--- src/rtl/sdram_stream_arbiter.sv ---
// Shares one SDRAM Avalon-MM slave between the video frame reader (priority) and the PCIe DMA master.
// Bounded PCIe starvation; returning read beats are routed by an outstanding-burst tag FIFO.
module sdram_stream_arbiter #(
  parameter int ADDR_W     = 27,
  parameter int VID_BURST  = 8,
  parameter int STARVE_MAX = 4,
  parameter int MAX_PEND   = 4
) (
  input  logic              clk_clk,
  input  logic              reset_reset,
  input  logic [ADDR_W-1:0] v_address,
  input  logic              v_read,
  output logic              v_waitrequest,
  output logic              v_readdatavalid,
  input  logic [ADDR_W-1:0] p_address,
  input  logic              p_read,
  input  logic              p_write,
  input  logic [31:0]       p_writedata,
  input  logic [3:0]        p_byteenable,
  input  logic [3:0]        p_burstcount,
  output logic              p_waitrequest,
  output logic              p_readdatavalid,
  output logic [31:0]       m_readdata,
  output logic [ADDR_W-1:0] s_address,
  output logic              s_read,
  output logic              s_write,
  output logic [31:0]       s_writedata,
  output logic [3:0]        s_byteenable,
  output logic [3:0]        s_burstcount,
  input  logic              s_waitrequest,
  input  logic [31:0]       s_readdata,
  input  logic              s_readdatavalid
);
  localparam int PW = (MAX_PEND > 1) ? $clog2(MAX_PEND) : 1;
  localparam int CW = $clog2(MAX_PEND + 1);
  localparam int SW = $clog2(STARVE_MAX + 1);
  localparam logic [3:0] VB = 4'(VID_BURST);

  typedef enum logic [1:0] {IDLE, V_CMD, P_RD, P_WR} state_t;

  state_t          state;
  logic [SW-1:0]   starve_cnt;
  logic            wr_started;
  logic [3:0]      wr_burst;
  logic [3:0]      wr_left;
  logic [4:0]      tag_mem [MAX_PEND];
  logic [PW-1:0]   wr_ptr, rd_ptr;
  logic [CW-1:0]   pend_cnt;
  logic [3:0]      beat_cnt;

  logic       pend_ok, v_go, p_go_rd, p_go_wr, p_wins;
  logic [3:0] p_burst_n;
  logic       push, push_tag, pop, rd_beat, head_tag;
  logic [3:0] push_burst, head_burst;

  assign p_burst_n  = (p_burstcount == 4'd0) ? 4'd1 : p_burstcount;
  assign pend_ok    = pend_cnt < CW'(MAX_PEND);
  assign v_go       = v_read && pend_ok;
  assign p_go_rd    = p_read && pend_ok;
  assign p_go_wr    = p_write;
  assign p_wins     = (p_go_rd || p_go_wr) && (!v_go || starve_cnt >= SW'(STARVE_MAX));

  assign push       = !s_waitrequest && ((state == V_CMD && v_read) || (state == P_RD && p_read));
  assign push_tag   = (state == P_RD);
  assign push_burst = (state == P_RD) ? p_burst_n : VB;
  assign head_tag   = tag_mem[rd_ptr][4];
  assign head_burst = tag_mem[rd_ptr][3:0];
  // Beats with nothing outstanding (or during reset) are dropped silently.
  assign rd_beat    = s_readdatavalid && (pend_cnt != '0) && !reset_reset;
  assign pop        = rd_beat && (beat_cnt == head_burst - 4'd1);

  assign v_readdatavalid = rd_beat && !head_tag;
  assign p_readdatavalid = rd_beat && head_tag;
  assign m_readdata      = s_readdata;

  always_comb begin
    s_address     = '0;
    s_read        = 1'b0;
    s_write       = 1'b0;
    s_writedata   = '0;
    s_byteenable  = '0;
    s_burstcount  = '0;
    v_waitrequest = 1'b1;
    p_waitrequest = 1'b1;
    case (state)
      V_CMD: begin
        s_address     = v_address;
        s_read        = v_read;
        s_burstcount  = VB;
        v_waitrequest = s_waitrequest;
      end
      P_RD: begin
        s_address     = p_address;
        s_read        = p_read;
        s_burstcount  = p_burst_n;
        p_waitrequest = s_waitrequest;
      end
      P_WR: begin
        s_address     = p_address;
        s_write       = p_write;
        s_writedata   = p_writedata;
        s_byteenable  = p_byteenable;
        s_burstcount  = wr_started ? wr_burst : p_burst_n;
        p_waitrequest = s_waitrequest;
      end
      default: ;
    endcase
  end

  always_ff @(posedge clk_clk) begin
    if (reset_reset) begin
      state      <= IDLE;
      starve_cnt <= '0;
      wr_started <= 1'b0;
      wr_burst   <= '0;
      wr_left    <= '0;
      wr_ptr     <= '0;
      rd_ptr     <= '0;
      pend_cnt   <= '0;
      beat_cnt   <= '0;
    end else begin
      case (state)
        IDLE: begin
          if (p_wins) begin
            state      <= p_go_wr ? P_WR : P_RD;
            starve_cnt <= '0;
            wr_started <= 1'b0;
          end else if (v_go) begin
            state <= V_CMD;
            if ((p_read || p_write) && starve_cnt < SW'(STARVE_MAX))
              starve_cnt <= starve_cnt + 1'b1;
          end
        end
        V_CMD: if (!v_read || !s_waitrequest) state <= IDLE;
        P_RD:  if (!p_read || !s_waitrequest) state <= IDLE;
        P_WR: begin
          if (p_write && !s_waitrequest) begin
            if (!wr_started) begin
              if (p_burst_n == 4'd1) begin
                state <= IDLE;
              end else begin
                wr_started <= 1'b1;
                wr_burst   <= p_burst_n;
                wr_left    <= p_burst_n - 4'd1;
              end
            end else if (wr_left == 4'd1) begin
              state      <= IDLE;
              wr_started <= 1'b0;
            end else begin
              wr_left <= wr_left - 4'd1;
            end
          end
        end
        default: state <= IDLE;
      endcase

      if (push) begin
        tag_mem[wr_ptr] <= {push_tag, push_burst};
        wr_ptr <= (wr_ptr == PW'(MAX_PEND - 1)) ? '0 : wr_ptr + 1'b1;
      end
      if (pop) begin
        rd_ptr   <= (rd_ptr == PW'(MAX_PEND - 1)) ? '0 : rd_ptr + 1'b1;
        beat_cnt <= '0;
      end else if (rd_beat) begin
        beat_cnt <= beat_cnt + 4'd1;
      end
      if (push && !pop)      pend_cnt <= pend_cnt + 1'b1;
      else if (!push && pop) pend_cnt <= pend_cnt - 1'b1;
    end
  end
endmodule

--- config.mk ---
export PLATFORM = sky130hd
export DESIGN_NAME = sdram_stream_arbiter
export DESIGN_NICKNAME = d
export VERILOG_FILES = /design/src/rtl/sdram_stream_arbiter.sv
export SDC_FILE = /design/constraint.sdc
export NUM_CORES = 1
export LEC_CHECK = 0
export CAP_MARGIN = 5
export CORE_AREA = 3 3 102 104
export CTS_CLUSTER_DIAMETER = 50
export DETAILED_ROUTE_END_ITERATION = 10
export DIE_AREA = 0 0 105 107
export PLACE_DENSITY = 0.92
export SETUP_SLACK_MARGIN = 0.2
export SYNTH_ARGS = -nofsm -noshare
export SYNTH_HDL_FRONTEND = slang
export SYNTH_SLANG_ARGS = --single-unit
--- constraint.sdc ---
create_clock -name clk_clk -period 3.31 [get_ports clk_clk]
set_clock_uncertainty 0.05 [all_clocks]
set_input_delay 0.331 -clock clk_clk [delete_from_list [all_inputs] [get_ports clk_clk]]
set_output_delay 0.331 -clock clk_clk [all_outputs]
set_load 0.1 [all_outputs]
After elaboration in Yosys (flattened, before gate mapping)
Memory sizes are Yosys's and may differ from the RTL's. A register that Yosys moved wholly into a read port is not among the register bits. Cells that the tools add are included.

Register bits after elaboration: 25. Latch bits: 0. Bits in writable memories: 20. Memory bits (read-only): 0. Input port bits: 133. Output and inout bits: 105. Word-level logic and storage cells: 126. Memories kept: 1.

Memory list: tag_mem (words 4, width 5, rd ports 1, clocked after memory_dff 1, write ports 1, RTL line 46) `logic [4:0] tag_mem [MAX_PEND];`.

Add/subtract/negate cells: 9. Multiply operators: 0. Divide/modulo/power cells: 0. Order comparisons: 3. Equality and inequality tests: 17. Shift operators: 0. Multiplexer cells: 42. Bitwise operators: 2. Reductions and logical operators: 43.

Operators with widths (number): $pmux 27 s2 (1); $mux 32 (1); $mux 4 (7); $mux 2 (12); $logic_and 1x1->1 (15); $mux 3 (5); $mux 1 (12); $pmux 4 s3 (1); $sub 4x1->4 const B (3); $ne 3x3->1 const B (3); $eq 2x2->1 const B (4); $eq 4x1->1 const B (2); $logic_not 1->1 (8); $ne 2x2->1 const B (4); $pmux 2 s4 (1); $reduce_and 4->1 (2); $reduce_bool 2->1 (4); $add 3x1->3 const B (2); $logic_or 1x1->1 (6); $lt 3x3->1 const B (2); $reduce_and 3->1 (2); $reduce_and 6->1 (1); $add 2x1->2 const B (2); $add 4x1->4 const B (1); 11 further kinds (15).

Longest topological paths before layout
Gate-level depths: netlist of run 1.

Depth after elaboration: 8. Mapped depth: 15. Gate-level depth less buffers: 14.

Worst setup path after synthesis of run 1
OpenSTA, ideal clock, no wires.

Kind: flip-flop to output port. Start: register state[0]. End: output s_address[0]. Arrival: 2.693 ns. Data required time: 2.929 ns. Slack: 0.236 ns. Cell stages (with the launch flop): 8. Path buffers: 2. Cell sequence: dfxtp_1 inv_1 ha_1 or2_2 clkbuf_1 clkbuf_1 a22oi_1 nor2_1.

Longest elaborated chain between the ends: 3. Elaborated cells between the ends (all ways): 5. Classes of those cells: eq/ne: 3; mux: 1; reduce/logical: 1.

RTL lines: from (decl) (RTL line 41) `state_t state;`; from (signal assigned) (RTL line 125) `state <= p_go_wr ? P_WR : P_RD;`; $eq 2x2->1; net push_tag (RTL line 53) `logic push, push_tag, pop, rd_beat, head_tag;`; $reduce_or 2->1 (no line); $pmux 27 s2 (RTL line 85) `case (state)`; to (decl) (RTL line 24) `output logic [ADDR_W-1:0] s_address,`.

The timed path passes the listed nets, and every way through them passes these cells.

==> results of run 1 <==
power breakdown:
group	switching (uW)	leakage [uW]	internal [uW]
Sequential	26.7	0.000401	630
Combinational	945	0.00168	489
Clock	221	0.0000511	160
worst max-delay path, delay by kind of cell, from the launching register on:
kind | cells | cell delay, ns
adders and majority gates | 3 | 0.69
muxes | 1 | 0.53
and+or+nand+nor | 3 | 0.50
xor gates and xnor gates | 3 | 0.43
DFF | 1 | 0.38
buffers and inverters | 3 | 0.19
AOI/OAI and AO/OA | 1 | 0.11
flip-flops by register name (all words and copies together) (netlist names), named ones only:
signal / cells
beat_cnt: 4
pend_cnt: 3
rd_ptr: 2
starve_cnt: 3
state: 2
tag_mem: 20
wr_burst: 4
wr_left: 4
wr_ptr: 2
wr_started: 1
cell families after synthesis:
family,share of synthesized area (%)
AND/OR/NAND/NOR,22.0
XOR/XNOR,3.43
buffers and inverters,12.6
flip-flops,34.4
multiplexers,6.87
adder cells (fa/ha/maj),7.02
AO/OA/AOI/OAI,13.7
synthesized netlist by cell type (3+ instances only):
library cell	n
edfxtp_1	20
nor2b_1	4
clkbuf_1	18
dfxtp_1	27
or2_2	3
nor3_1	7
o211ai_1	4
nor2_1	50
mux2i_1	10
buf_6	3
inv_1	18
buf_4	32
and2_1	45
a22oi_1	29
xor2_1	8
nand2_1	14
ha_1	17
nand2b_1	8
xnor2_1	5
mux4_2	4
a21oi_1	15
o21ai_0	10
metal layers:
metal	up-vias	track usage [%]
met3	31	5.66
met5	-	0
li1	1531	-
met1	1534	22.3
met2	164	33.0
met4	0	8.25
area by class of cell:
type / count / area (um^2) / share of cell area, %
clock buffer: 5 / 68.8 / 1.30
sequential: 47 / 1140 / 21.6
tap: 133 / 166 / 3.14
multi-input combinational: 255 / 1790 / 33.7
timing repair buffer: 186 / 2030 / 38.4
inverter: 18 / 67.6 / 1.28
clock inverter: 3 / 28.8 / 0.543
worst max path at each step:
stage | endpoint | cells past startpoint | slack (ns)
CTS | pend_cnt[2]$_SDFFE_PP0P_ | 14 | 0.21
global placement | pend_cnt[2]$_SDFFE_PP0P_ | 14 | 0.27
floorplan | s_address[0] | 7 | 0.24
detailed placement | pend_cnt[2]$_SDFFE_PP0P_ | 14 | 0.14
finish | pend_cnt[2]$_SDFFE_PP0P_ | 14 | 0.36
global route | pend_cnt[2]$_SDFFE_PP0P_ | 14 | 0.17
repair_timing:
item | in CTS | in global routing
gates resized for setup | 2 | 7
setup endpoints to repair | 1 | 2
pin swaps | 0 | 3
setup buffers | 0 | 5
through the flow:
step / cell area (um^2) / instances / power [uW] / util (%) / hold slack, ns
after global routing: 5300 / 647 / 2580 / 55.0 / 0.468
after floorplan: 3320 / 375 / 1760 / - / 0.378
final: 5300 / 647 / 2470 / 55.0 / 0.444
after CTS: 5230 / 642 / 2480 / 54.3 / 0.446
after global placement: 5130 / 634 / 2070 / 53.2 / 0.392
after detailed placement: 5130 / 634 / 2100 / 53.2 / 0.423
==> flow_summary_export.csv, run 1 <==
group,metric,value,unit
run_status,outcome,"finished, final reports clean",
global_route,grt_pass1_wl,17100,um
logic_synthesis,syn_nets,526,
pwr,leakage,0.00213,uW
floorplanning,dieWidth,105,um
global_route,grt_overflow,0,
timing,grt_setup_unrepaired,"false",
clock_tree,clock_latency,0.31,ns
logic_synthesis,ys_top_cells_by_area,"edfxtp_1 (18%), dfxtp_1 (16%), and2_1 (8.5%)",
hold_path,min-delay-start,"starve_cnt[1]$_SDFFE_PP0P_",
placement,place_ws,0.142,ns
layout,n_antenna_cell,0,
drt,wl_met3,947,um
floorplanning,rows,36,
clock_tree,cts_buffers,5,
placement,port_buffers,173,
timing,fin_ws,0.357,ns
global_route,first_global_vias,3326,
hold_path,whs_path_depth,2,
critical_path,crit_arrival,3.16,ns
clock_tree,h-tree-depth,2,
drt,drcViolationCount,0,
clock_tree,cts_buffer_depth,2,
layout,fillers,858,
logic_synthesis,syn_inst,375,
critical_path,cp_slowest_cell,"mux4_2",
clock_tree,clockRootBuffer,"clkbuf_8",
global_route,grt_max_degree,48,
critical_path,rr_worst_depth,14,
global_route,track_usage,19.2,%
critical_path,cp_cell_sequence,"mux4_2 -> inv_1 -> ha_2 -> xor2_2 -> xnor2_1 -> nand4_1 -> nor2_2 -> inv_1 -> ha_2 -> inv_1 -> fa_2 -> xor2_1 -> or3_1 -> a21oi_2",
logic_synthesis,async_flop_share,0,%
critical_path,crit_fanout,4,
placement,place_hpwl,9470,um
timing,report.final.hold_viol_count,0,
logic_synthesis,synth_edf_count,20,
job,cap_violations,0,
logic_synthesis,synthDistinctLibCells,43,
drt,vias,3260,
layout,layout_commonest_cell,"clkdlybuf4s50_1",
floorplanning,core_area,0.00964,mm^2
timing,fin_setup_tns,0,ns
critical_path,critPathCaptureType,"flip-flop",
floorplanning,die_h,107,um
logic_synthesis,yosysSeqAreaShare,34.4,%
layout,final_cell_mix,"clkdlybuf4s50_1 (100), buf_4 (55), nor2_1 (49), and2_1 (45), buf_12 (31)",
drt,wl_per_cell,17.5,um
floorplanning,start_util,34.4,%
timing,tightest_slew,0.529,ns
logic_synthesis,yosys_warnings,0,
timing,fmax,339,MHz
pwr,pwr_density_cell,466,mW/mm^2
critical_path,startpoint_type,"flip-flop",
timing,setup_violations,0,
logic_synthesis,synth.avg_cell_area,8.84,um^2
drt,wl,11300,um
timing,fin_crit_sh,89.2,%
clock_tree,cts_hold_buf,0,
floorplanning,ios,238,
hold_path,min_to,"starve_cnt[1]$_SDFFE_PP0P_",
clock_tree,clkSinkCount,47,
drt,antenna_left,0,
drt,wl_met2,5780,um
timing,relSlewSlack,64.7,%
logic_synthesis,syn_area,0.00332,mm^2
critical_path,cpPeakStageDelay,0.53,ns
pwr,vdd_drop_max,0.276,mV
timing,period_needed,2.95,ns
critical_path,cp_data_required_time,3.51,ns
timing,final_max_slew_viol_count,0,
drt,m1WireLength,4190,um
clock_tree,tritoncts,"done",
drt,first_pass_iters,6,
drt,vias_per_cell,5.04,
critical_path,cp_common_cell,"inv_1",
layout,nNetsFinal,664,
drt,top_layer_used,"met4",
critical_path,worst-setup-path-type,"reg2reg",
drt,drt_iter0_drc,215,
logic_synthesis,synth_area_leader_cell,"edfxtp_1",
logic_synthesis,synthFlopType,"dfxtp_1",
hold_path,min_path_type,"reg2reg",
critical_path,r2r_setup_slack,0.36,ns
layout,drive_above_1_share,22.2,%
logic_synthesis,synth.top_cell.area_share,18.1,%
clock_tree,clk_pin_slew,0.10,ns
global_route,antenna_found_initial,0,
logic_synthesis,ys_ff_latch,47,
critical_path,reg2reg_to,"pend_cnt[2]$_SDFFE_PP0P_",
layout,syn2layout_area_growth,59.8,%
placement,place_congestion,0.917,
floorplanning,die_area,0.0112,mm^2
Note: power is estimated with default switching activity, not from simulation.
==> run 2, diff against run 1 <==
ABC_CLOCK_PERIOD_IN_PS = 3310   (was unset)
CORE_AREA = 3 3 100 102   (was 3 3 102 104)
CTS_BUF_LIST = sky130_fd_sc_hd__clkbuf_4 sky130_fd_sc_hd__clkbuf_8   (was unset)
DIE_AREA = 0 0 103 105   (was 0 0 105 107)
PLACE_DENSITY = 0.94   (was 0.92)
==> flow_summary_export.csv, run 2 (same netlist as run 1, synthesis figures left out) <==
group,metric,value,unit
critical_path,crit_arrival,3.14,ns
run_status,outcome,"finished, final reports clean",
critical_path,critPathTopFamily,"adder cells",
floorplanning,rows,35,
pwr,leakage,0.00210,uW
floorplanning,ios,238,
drt,drt_iter0_drc,222,
layout,nNetsFinal,662,
layout,final_cell_mix,"clkdlybuf4s50_1 (100), buf_4 (56), nor2_1 (50), and2_1 (45), a22oi_1 (29)",
global_route,track_usage,22.7,%
global_route,antenna_found_initial,0,
pwr,p_int,1270,uW
hold_path,min_path_type,"reg2reg",
critical_path,worst-setup-path-type,"reg2reg",
placement,place_hpwl,10200,um
drt,drcViolationCount,0,
pwr,pwr-share-seq,27.0,%
clock_tree,clkSinkCount,47,
global_route,grt_overflow,0,
drt,wl_per_cell,19.7,um
pwr,pwr_density_cell,468,mW/mm^2
global_route,grt_pass1_wl,18400,um
timing,report.final.hold_viol_count,0,
floorplanning,core_area,0.00920,mm^2
floorplanning,start_util,36.1,%
floorplanning,die_h,105,um
timing,fin_setup_tns,0,ns
critical_path,cp_data_required_time,3.49,ns
layout,n_antenna_cell,0,
pwr,vdd_drop_max,0.199,mV
timing,fmax,338,MHz
floorplanning,dieWidth,103,um
layout,largest_reg_flops,20,
layout,top_register,"tag_mem",
placement,placed_area,0.00506,mm^2
pwr,comb_power_share,58.4,%
timing,period_needed,2.96,ns
clock_tree,clk_pin_slew,0.09,ns
timing,tightest_slew,0.538,ns
drt,vias_per_cell,5.20,
pwr,switchingPower,1170,uW
critical_path,crit_fanout,4,
timing,grt_setup_unrepaired,"false",
clock_tree,clock_latency,0.30,ns
critical_path,critPathCaptureType,"flip-flop",
placement,port_buffers,173,
drt,wl,12300,um
layout,syn2layout_area_growth,57.0,%
timing,fin_crit_sh,89.4,%
critical_path,cpPeakStageDelay,0.51,ns
drt,vias,3241,
clock_tree,cts_buffer_depth,2,
layout,drive_above_1_share,21.5,%
layout,layout_commonest_cell,"clkdlybuf4s50_1",
pwr,pwr-share-clk,14.6,%
drt,first_pass_iters,5,
layout,fin_area,0.00521,mm^2
clock_tree,h-tree-depth,2,
pwr,swShare,47.9,%
timing,setup_violations,0,
timing,final_max_slew_viol_count,0,
critical_path,startpoint_type,"flip-flop",
clock_tree,clockRootBuffer,"clkbuf_8",
critical_path,cp_slowest_cell,"mux4_2",
floorplanning,die_area,0.0108,mm^2
critical_path,cp_common_cell,"inv_1",
placement,place_congestion,0.867,
layout,fin_util,56.6,%
critical_path,crit_buf_inv,3,
global_route,grt_max_degree,48,
drt,antenna_left,0,
timing,relSlewSlack,64.1,%
clock_tree,tritoncts,"done",
job,cap_violations,0,
global_route,first_global_vias,3450,
critical_path,cp_cell_sequence,"mux4_2 -> inv_1 -> ha_2 -> xor2_1 -> nand4_1 -> nor2_1 -> inv_1 -> ha_2 -> inv_1 -> fa_2 -> xor2_1 -> or3_1 -> a21oi_1",
clock_tree,cts_buffers,5,
## run 2: metrics by stage
step                power (uW)  instances  hold slack, ns  worst slack [ns]
floorplan                 1760        375           0.378             0.236
global placement          2060        611           0.394             0.272
detailed placement        2090        611           0.405            0.0927
CTS                       2440        621           0.416             0.243
global route              2550        623           0.437             0.191
finish                    2440        623           0.416             0.350
## run 2: layer usage
metal  GRT usage (%)  vias to the layer above  part of all wire (%)
met5               0                        -                     0
met4            11.6                        0                   5.8
met3            6.34                       38                   6.4
met2            40.7                      147                    54
li1                -                     1528                     -
met1            23.2                     1528                    34
## run 2: power groups by stage
| stage | combinational, uW | clock (uW) | sequential [uW] |
|---|---|---|---|
| floorplan | 1090 | 0 | 662 |
| global placement | 1390 | 0 | 667 |
| detailed placement | 1420 | 0 | 671 |
| CTS | 1420 | 362 | 656 |
| global route | 1500 | 389 | 661 |
| finish | 1420 | 356 | 657 |
## run 2: cell type report
class                      instances  area [um^2]
multi-input combinational        255         1780
timing repair buffer             184         1980
inverter                          18         67.6
tap                              111          139
clock inverter                     2         16.3
clock buffer                       6         76.3
sequential                        47         1140
fill                             776         3990
## run 2: what timing repair did
item                                    4_1_cts  5_1_grt
hold endpoints to repair                      0        0
buffers inserted                              2        2
hold buffers                                  0        0
endpoints found under the setup margin        2        2
pin swaps                                     1        0
gates resized for setup                       2        5
gates cloned                                  0        0
## run 2: worst paths after layout
| path | from | to | slack [ns] | depth (start not counted) |
|---|---|---|---|---|
| max | flip-flop | pend_cnt[2]$_SDFFE_PP0P_ | 0.35 | 13 |
| min | starve_cnt[1]$_SDFFE_PP0P_ | starve_cnt[1]$_SDFFE_PP0P_ | 0.42 | 2 |
| max reg2reg | flip-flop | pend_cnt[2]$_SDFFE_PP0P_ | 0.35 | 13 |
| min reg2reg | starve_cnt[1]$_SDFFE_PP0P_ | starve_cnt[1]$_SDFFE_PP0P_ | 0.42 | 2 |
## run 2: worst min-delay path, delay by kind of cell (launching register included)
family	cells	cell delay (ns)
flip-flops	1	0.32
AND/OR/NAND/NOR	1	0.05
AO/OA/AOI/OAI	1	0.05
==> run 3, diff against run 2 <==
SETUP_SLACK_MARGIN = unset   (was 0.2)
==> flow_summary_export.csv, run 3 (same netlist as run 1, synthesis figures left out) <==
group,metric,value,unit
drt,drt_iter0_drc,178,
layout,final_cell_mix,"clkdlybuf4s50_1 (100), buf_4 (53), nor2_1 (50), and2_1 (45), a22oi_1 (29)",
timing,fmax,320,MHz
critical_path,worst-setup-path-type,"reg2reg",
global_route,grtUsageMet1,23.2,%
placement,place_congestion,0.867,
timing,final_max_slew_viol_count,0,
placement,placed_area,0.00506,mm^2
drt,vias,3216,
floorplanning,dieWidth,103,um
global_route,gr-usage-met3,6.34,%
layout,nNetsFinal,659,
clock_tree,cts_hold_buf,0,
critical_path,critPathCaptureType,"flip-flop",
global_route,grt_overflow,0,
floorplanning,start_util,36.1,%
timing,setup_violations,0,
clock_tree,clkSinkCount,47,
clock_tree,h-tree-depth,2,
critical_path,cp_data_required_time,3.49,ns
drt,wl,12100,um
pwr,pwr_density_cell,470,mW/mm^2
critical_path,crit_arrival,3.30,ns
layout,top_register,"tag_mem",
critical_path,crit_buf_inv,3,
placement,port_buffers,173,
drt,vias_per_cell,5.19,
layout,syn2layout_area_growth,55.9,%
global_route,first_global_vias,3435,
timing,grt_setup_unrepaired,"false",
critical_path,r2r_setup_slack,0.19,ns
placement,placedCellCount,611,
global_route,grt_max_degree,48,
pwr,leakage,0.00209,uW
layout,n_antenna_cell,0,
critical_path,cp_slowest_cell,"mux4_2",
clock_tree,cts_buffer_depth,2,
critical_path,cpPeakStageDelay,0.53,ns
clock_tree,cts_buffers,5,
floorplanning,core_area,0.00920,mm^2
layout,finalNonFillerCells,620,
layout,fin_area,0.00517,mm^2
run_status,outcome,"finished, final reports clean",
floorplanning,ios,238,
timing,fin_setup_tns,0,ns
critical_path,startpoint_type,"flip-flop",
hold_path,min_path_type,"reg2reg",
timing,report.final.hold_viol_count,0,
layout,largest_reg_flops,20,
clock_tree,clockRootBuffer,"clkbuf_8",
drt,antenna_left,0,
floorplanning,die_h,105,um
clock_tree,clk_pin_slew,0.09,ns
critical_path,crit_fanout,5,
clock_tree,tritoncts,"done",
job,cap_violations,0,
timing,tightest_slew,0.543,ns
timing,fin_crit_sh,94.3,%
drt,drcViolationCount,0,
clock_tree,clock_latency,0.30,ns
timing,relSlewSlack,63.8,%
critical_path,cp_common_cell,"inv_1",
drt,first_pass_iters,4,
global_route,antenna_found_initial,0,
floorplanning,rows,35,
global_route,grt_pass1_wl,18300,um
layout,layout_commonest_cell,"clkdlybuf4s50_1",
global_route,track_usage,22.6,%
critical_path,cp_cell_sequence,"mux4_2 -> inv_1 -> ha_1 -> xor2_2 -> xnor2_1 -> nand4_1 -> nor2_1 -> inv_1 -> ha_1 -> inv_1 -> fa_1 -> xor2_1 -> or3_1 -> a21oi_1",
timing,period_needed,3.12,ns
timing,fin_hold_ws,0.415,ns
floorplanning,die_area,0.0108,mm^2
global_route,use_met2,40.7,%
pwr,vdd_drop_max,0.199,mV
global_route,top_usage_layer,"met2",
placement,place_hpwl,10200,um
critical_path,critPathTopFamily,"adder cells",
layout,drive_above_1_share,20.2,%
drt,wl_per_cell,19.6,um
[run 3: worst paths after layout]
check	start	endpoint	depth (start not counted)
hold / removal	starve_cnt[1]$_SDFFE_PP0P_	starve_cnt[1]$_SDFFE_PP0P_	2
hold reg to reg	starve_cnt[1]$_SDFFE_PP0P_	starve_cnt[1]$_SDFFE_PP0P_	2
setup / recovery	flip-flop	pend_cnt[2]$_SDFFE_PP0P_	14
setup reg to reg	flip-flop	pend_cnt[2]$_SDFFE_PP0P_	14
[run 3: power breakdown]
part           leakage (uW)  total, uW  internal, uW  switching [uW]
sequential         0.000401        656           630            26.1
combinational       0.00164       1420           477             942
clock             0.0000452        356           160             196
[run 3: cell type report]
cell class	instances	area, um^2
well taps	111	139
clock inverters	2	16.3
repair buffers	181	1960
fillers	776	4030
multi-input cells	255	1770
clock buffers	6	76.3
flip-flops and latches	47	1140
inverters	18	67.6
[run 3: routing by layer]
metal	wire (um)	share of wire [%]
met2	6490	53
met3	759	6.3
met1	4240	35
met5	0	0
met4	657	5.4
[run 3: worst register-to-register path: stages (launching register included)]
cell and delay (ns):
dfxtp_4 0.39, mux4_2 0.53, inv_1 0.08, ha_1 0.18
xor2_2 0.17, xnor2_1 0.08, nand4_1 0.16, nor2_1 0.10
inv_1 0.08, ha_1 0.18, inv_1 0.06, fa_1 0.37
xor2_1 0.17, or3_1 0.31, a21oi_1 0.14
[run 3: repair_timing]
item	CTS	global route
setup buffers	0	1
resized for setup	0	3
endpoints found under the setup margin	0	2
[run 3: per-stage QoR]
step / setup WS [ns] / power (uW) / utilization (%)
detailed placement: 0.0927 / 2090 / 55.0
finish: 0.189 / 2430 / 56.2
global placement: 0.272 / 2060 / 55.0
floorplan: 0.236 / 1760 / -
global route: 0.00998 / 2540 / 56.2
CTS: 0.0464 / 2440 / 56.0
